`config.mk`:
```
export PLATFORM = sky130hd
export DESIGN_NAME = input_port_unit
export DESIGN_NICKNAME = d
export VERILOG_FILES = /design/src/rtl/input_port_unit.sv
export SDC_FILE = /design/constraint.sdc
export NUM_CORES = 1
export LEC_CHECK = 0
export CORE_ASPECT_RATIO = 1.5
export CORE_MARGIN = 3
export CORE_UTILIZATION = 45
export DETAILED_ROUTE_END_ITERATION = 12
export HOLD_SLACK_MARGIN = 0.15
export PLACE_DENSITY = 0.75
export RECOVER_POWER = 25
export SETUP_SLACK_MARGIN = 0.02
export SKIP_CTS_REPAIR_TIMING = 1
export SYNTH_ARGS = -nofsm -noshare
export SYNTH_HDL_FRONTEND = slang
export SYNTH_SLANG_ARGS = --single-unit
```
`constraint.sdc`:
```
create_clock -name clk_i -period 3.18 [get_ports clk_i]
set_input_delay 0.477 -clock clk_i [delete_from_list [all_inputs] [get_ports clk_i]]
set_output_delay 0.477 -clock clk_i [all_outputs]
set_load 0.05 [all_outputs]
```
`src/rtl/input_port_unit.sv`:
```
// input_port_unit: router input port with a flit FIFO,
// XY route compute and switch-allocator request/grant.
module input_port_unit #(
  parameter int DEPTH = 4,
  parameter int X_ID  = 0,
  parameter int Y_ID  = 0
) (
  input  logic        clk_i,
  input  logic        rst_n_i,
  input  logic [15:0] flit_i,
  input  logic        valid_i,
  output logic        ready_o,
  output logic        req_o,
  input  logic        grant_i,
  input  logic        out_ready_i,
  output logic [2:0]  sel_demux_o,
  output logic        enable_o,
  output logic [15:0] data_o,
  output logic        err_o
);

  localparam int PW = $clog2(DEPTH);
  localparam int CW = PW + 1;
  localparam logic [CW-1:0] FULL = CW'(DEPTH);
  localparam logic [3:0] XI = 4'(X_ID);
  localparam logic [3:0] YI = 4'(Y_ID);

  localparam logic [2:0] P_N = 3'd0;
  localparam logic [2:0] P_S = 3'd1;
  localparam logic [2:0] P_W = 3'd2;
  localparam logic [2:0] P_E = 3'd3;
  localparam logic [2:0] P_L = 3'd4;

  typedef enum logic [1:0] {
    IDLE,
    ROUTE,
    REQ,
    SEND
  } state_e;

  state_e        state_q, state_d;
  logic [PW-1:0] wr_ptr_q, wr_ptr_d;
  logic [PW-1:0] rd_ptr_q, rd_ptr_d;
  logic [CW-1:0] count_q, count_d;
  logic [2:0]    sel_q, sel_d;
  logic          err_q, err_d;
  logic          sent_q, sent_d;

  logic [15:0]   mem_q [DEPTH];

  logic          push;
  logic          pop;
  logic          fire;
  logic          empty;
  logic [15:0]   head;

  // Dimension-ordered route: resolve X first, then Y,
  // local port when both coordinates match.
  function automatic logic [2:0] xy_route(
    input logic [15:0] f
  );
    logic [3:0] dx;
    logic [3:0] dy;
    dx = f[7:4];
    dy = f[3:0];
    xy_route = P_L;
    unique case (1'b1)
      (dx > XI):               xy_route = P_E;
      (dx < XI):               xy_route = P_W;
      (dx == XI && dy > YI):   xy_route = P_N;
      (dx == XI && dy < YI):   xy_route = P_S;
      (dx == XI && dy == YI):  xy_route = P_L;
    endcase
  endfunction

  assign head        = mem_q[rd_ptr_q];
  assign empty       = (count_q == '0);
  assign ready_o     = (count_q < FULL);
  assign push        = valid_i & ready_o;
  assign data_o      = head;
  assign sel_demux_o = sel_q;
  assign err_o       = err_q;
  assign enable_o    = fire;

  // FIFO pointer and occupancy next-state.
  always_comb begin
    wr_ptr_d = wr_ptr_q;
    rd_ptr_d = rd_ptr_q;
    if (push) wr_ptr_d = wr_ptr_q + PW'(1);
    if (pop)  rd_ptr_d = rd_ptr_q + PW'(1);
    count_d = count_q + CW'(push) - CW'(pop);
  end

  // Packet FSM: drop stray body flits, route head,
  // request the switch, then stream until the tail.
  always_comb begin
    state_d = state_q;
    sel_d   = sel_q;
    err_d   = err_q;
    sent_d  = sent_q;
    pop     = 1'b0;
    fire    = 1'b0;
    req_o   = 1'b0;
    unique case (state_q)
      IDLE: begin
        if (!empty) begin
          if (head[15]) begin
            state_d = ROUTE;
          end else begin
            pop   = 1'b1;
            err_d = 1'b1;
          end
        end
      end
      ROUTE: begin
        sel_d   = xy_route(head);
        state_d = REQ;
      end
      REQ: begin
        req_o = 1'b1;
        if (grant_i) begin
          state_d = SEND;
          sent_d  = 1'b0;
        end
      end
      SEND: begin
        req_o = 1'b1;
        fire  = !empty && out_ready_i;
        if (fire) begin
          pop    = 1'b1;
          sent_d = 1'b1;
          if (sent_q && head[15]) err_d = 1'b1;
          if (head[14]) state_d = IDLE;
        end
      end
    endcase
  end

  // Control state; buffered flits are abandoned on reset.
  always_ff @(posedge clk_i or negedge rst_n_i) begin
    if (!rst_n_i) begin
      state_q  <= IDLE;
      wr_ptr_q <= '0;
      rd_ptr_q <= '0;
      count_q  <= '0;
      sel_q    <= 3'd0;
      err_q    <= 1'b0;
      sent_q   <= 1'b0;
    end else begin
      state_q  <= state_d;
      wr_ptr_q <= wr_ptr_d;
      rd_ptr_q <= rd_ptr_d;
      count_q  <= count_d;
      sel_q    <= sel_d;
      err_q    <= err_d;
      sent_q   <= sent_d;
    end
  end

  // Flit storage, written on push only; never cleared.
  always_ff @(posedge clk_i) begin
    if (push) mem_q[wr_ptr_q] <= flit_i;
  end

endmodule
```
==> results.md <==
- The die width is 74.6 µm.
- The initial detailed-routing violation count is 63.
- The initial core utilization is 47.7%.
- The vias per cell is 5.35.
- For this block, the routed nets add up to 5.31 mm of wire.
- The worst hold path belongs to the class reg2reg.
- After detailed routing, the average wire length per cell comes to 17.3 µm.
- The mapped netlist covers 3180 µm².
- For this design the static power due to leakage is 1.38 nW.
- The number of pins exceeding their max-slew limit in the final report is 0.
- 0 antenna diodes ended up in the layout.
- Across every metal layer, demand over resource in global routing totals 14.7%.
- The worst min-delay path startpoint is err_o.
- Summed over all failing endpoints, the final setup total negative slack is 0 ns.
- After technology mapping, the gate count stands at 173.
- The tightest hold path in the finished design has a slack of 0.487 ns.
- The core region is 6670 µm².
- The critical path startpoint is rd_ptr_q[0].
- With fillers left out, the area of the finished cells amounts to 3870 µm².
- Summing the sequential cell areas from Yosys gives 70.7% of the chip area.
- Measured against its own limit, the worst slew margin works out to 56.8%.
- In the routed design, unresolved DRC markers number 0.
- The layout-stage area growth over the synthesis result is 21.8%.
- The deepest level of the CTS H-tree is 3.
- Across the routed clock network, the largest skew measured is 0.00816 ns.
- The final critical-path required period is 2.85 ns.
- The critical path is of the reg2out type.
- The cell-internal power is 2.29 mW.
- The number of nets handed over by synthesis was 206.
- The total setup violations reported at the end of the flow is 0.
- Clock-pin slew was measured on the worst setup and hold paths at 0.07 ns.
- The total placed cells including tap cells is 292.
- The maximum number of pins on one net before global-route repair is 20.
- The worst setup path is launched from a register.
- The part of the total power dissipated in combinational logic is 48.7%.
- The first global-routing pass estimated 8.45 mm of wire.
- Of the post-synthesis cell area, the dominant cell type holds 60.5%.
- Before antenna repair, the detailed router went through 4 iterations.
- Among all stages on the critical path, the largest delay is contributed by clkdlybuf4s50_1.
- The critical-path maximum fanout is 19.
- The run finished with clean final reports.
- The number of standard cells in the final layout excluding fillers is 307.
- The count of nets after finishing is 260.
- Max-cap violations in this run came to 0.
- The slew at the pin with the worst max-slew slack is 0.645 ns.
- The number of rows in the core area is 36.
- The via count of the first global-routing pass is 1694.
- STA puts the critical path data arrival time at 2.37 ns.
- The analysis attributes to net switching a power of 1.54 mW.
- TritonCTS built the clock tree.
- For this design the ratio of total power to cell area is 989 nW/µm².
- In this run the cell area measured after placement is 3710 µm².
- The final estimated routing congestion in global placement is 0.748.
- At the later pin of the worst-skew pair, clock insertion delay measures 0.34 ns.
- By area the synthesized netlist is led by edfxtp_1 (60%), dfrtp_1 (10%), mux4_2 (9.9%).
- The largest delay contributor family on the critical path is buffers and inverters.
- In this run, synthesis produced a sequential element count of 77.
- The period utilization is 89.5%.
- Detailed routing inserted a total of 1643 vias.
- Net switching is 40.3% of the power.
- The number of buffers created by CTS is 9.
- The distinct cell type count of the synthesized netlist is 34.
- The maximum buffer depth of the clock tree is 2.
- Walking the worst path, the cells encountered are buf_4 -> mux4_2 -> clkdlybuf4s50_1.
- The initial antenna violation count came to 0.
- The tree is rooted in a clkbuf_8.
- The floorplan die height is 109 µm.
- The biggest area contributor in the post-synthesis netlist is edfxtp_1.
- The sequential group share of total power is 35.9%.
- Setup repair after global routing left no endpoint under its margin.
- The required time of the critical path is 2.70 ns.
- Summed over all nets, the half-perimeter wirelength after detailed placement is 3.57 mm.
- The number of sinks driven by the clock tree is 77.
- The worst ir drop on vdd is 0.000490 V.
- The clock group share of total power is 15.4%.
- The floorplan step defined a die boundary enclosing 8130 µm².
- The buffers plus inverters on the worst setup path is 2.
- The highest clock frequency the design can meet is 351 MHz.
- The average footprint of a synthesized cell is 18.4 µm².
- Input and output buffers added on the ports amount to 43.
- The Yosys step of the flow raised 0 warnings.
- The count of endpoints failing hold in the final timing report came to 0.
- The power after layout is 3.83 mW.
- The remaining antenna violation count after routing is 0.
- Of the cells placed in the final design, the portion with a size suffix greater than 1 is 18.2%.
- In this design, the stage delay of the slowest critical-path cell is 0.73 ns.
- The worst setup path is captured at a primary output.
- Pin placement for this block handled 44 I/O pins.
- In this run the critical register-to-register path is launched from rd_ptr_q[0].
- The total grt overflow is 0.
-- stage by stage --
stage               worst slack (ns)  util (%)
finish                         0.334      58.1
floorplan                      0.559         -
detailed placement             0.418      55.7
CTS                            0.283      58.1
global placement               0.524      55.7
global route                   0.230      58.1
-- cells by family (layout without fill, tap and decap cells) --
family	count (synthesis)	count (layout)	synth area share, %
buf+inv	17	75	2.28
mux	20	20	11.9
fa+ha+maj	12	12	4.96
compound gates	12	12	3.46
simple gates	30	30	5.28
xor+xnor	5	5	1.38
flops	77	77	70.7
-- synthesized netlist by cell type (all sizes together) --
master	instances
nand2	4
nor4	2
nand3b	1
a2111oi	1
o21bai	1
o2111a	1
a2bb2oi	2
inv	11
and2	4
a22o	1
mux4	14
nand3	1
nor3b	1
dfrtp	13
clkbuf	1
xor2	1
a211oi	1
edfxtp	64
xnor2	4
fa	1
mux2	3
a21oi	4
mux2i	3
or2	1
ha	11
nor3	3
buf	5
nor2b	4
nand2b	1
nor2	8
o21ai	1
-- metal layers --
layer / wire [µm] / GRT usage, % / vias up
met5: 0 / 0 / -
met4: 120 / 7.63 / 0
met3: 189 / 2.86 / 10
met2: 2830 / 25.0 / 38
met1: 2170 / 17.3 / 828
li1: - / - / 767
-- placed cells by master, fill, tap and decap left out --
cell type	count
edfxtp_1	64
clkdlybuf4s50_1	30
mux4_2	14
dfrtp_1	13
dlygate4sd3_1	12
inv_1	11
ha_1	11
clkbuf_8	9
nor2_1	8
buf_4	7
a21oi_1	4
nand2_1	4
xnor2_1	4
nor2b_1	4
and2_1	4
clkinv_2	4
mux2i_1	3
mux2_2	2
a2bb2oi_1	2
nor4_1	2
nor3_1	2
nor3_2	1
nand2b_4	1
a211oi_2	1
or2_2	1
nand3_1	1
nand3b_1	1
o2111a_1	1
mux2_1	1
o21ai_0	1
a2111oi_4	1
xor2_1	1
a22o_1	1
nor3b_1	1
o21bai_1	1
fa_1	1
clkinv_1	1
clkinvlp_4	1
-- final timing paths --
path | endpoint | slack (ns) | cells past startpoint
max in group asynchronous | sel_demux_o[2] | 2.23 | 1
min in group asynchronous | rd_ptr_q[0] | 0.53 | 1
max reg2reg | count_q[2] | 0.60 | 9
min | err_o | 0.49 | 1
max | data_o[2] | 0.33 | 3
min reg2reg | err_o | 0.49 | 1
-- registers in the layout, indices dropped and copies added, names as in the netlist --
register	flops
mem_q	64
sel_demux_o	2
sent_q	1
state_q	2
wr_ptr_q	2
count_q	3
rd_ptr_q	2
err_o	1
-- final cells by class --
class | instances | area (µm²)
Fill cell | 525 | 2800
Sequential cell | 77 | 2250
Multi-Input combinational cell | 79 | 858
Timing Repair Buffer | 49 | 473
Clock buffer | 9 | 124
Tap cell | 76 | 95.1
Inverter | 11 | 41.3
Clock inverter | 6 | 31.3
-- power groups by stage --
stage               Combinational [mW]  Clock [mW]  Sequential (mW)
CTS                               1.90       0.609             1.38
global placement                  1.88           0             1.39
finish                            1.86       0.589             1.37
global route                      2.00       0.653             1.39
floorplan                         1.38           0             1.40
detailed placement                1.90           0             1.40
Note: power is estimated with default switching activity, not from simulation.
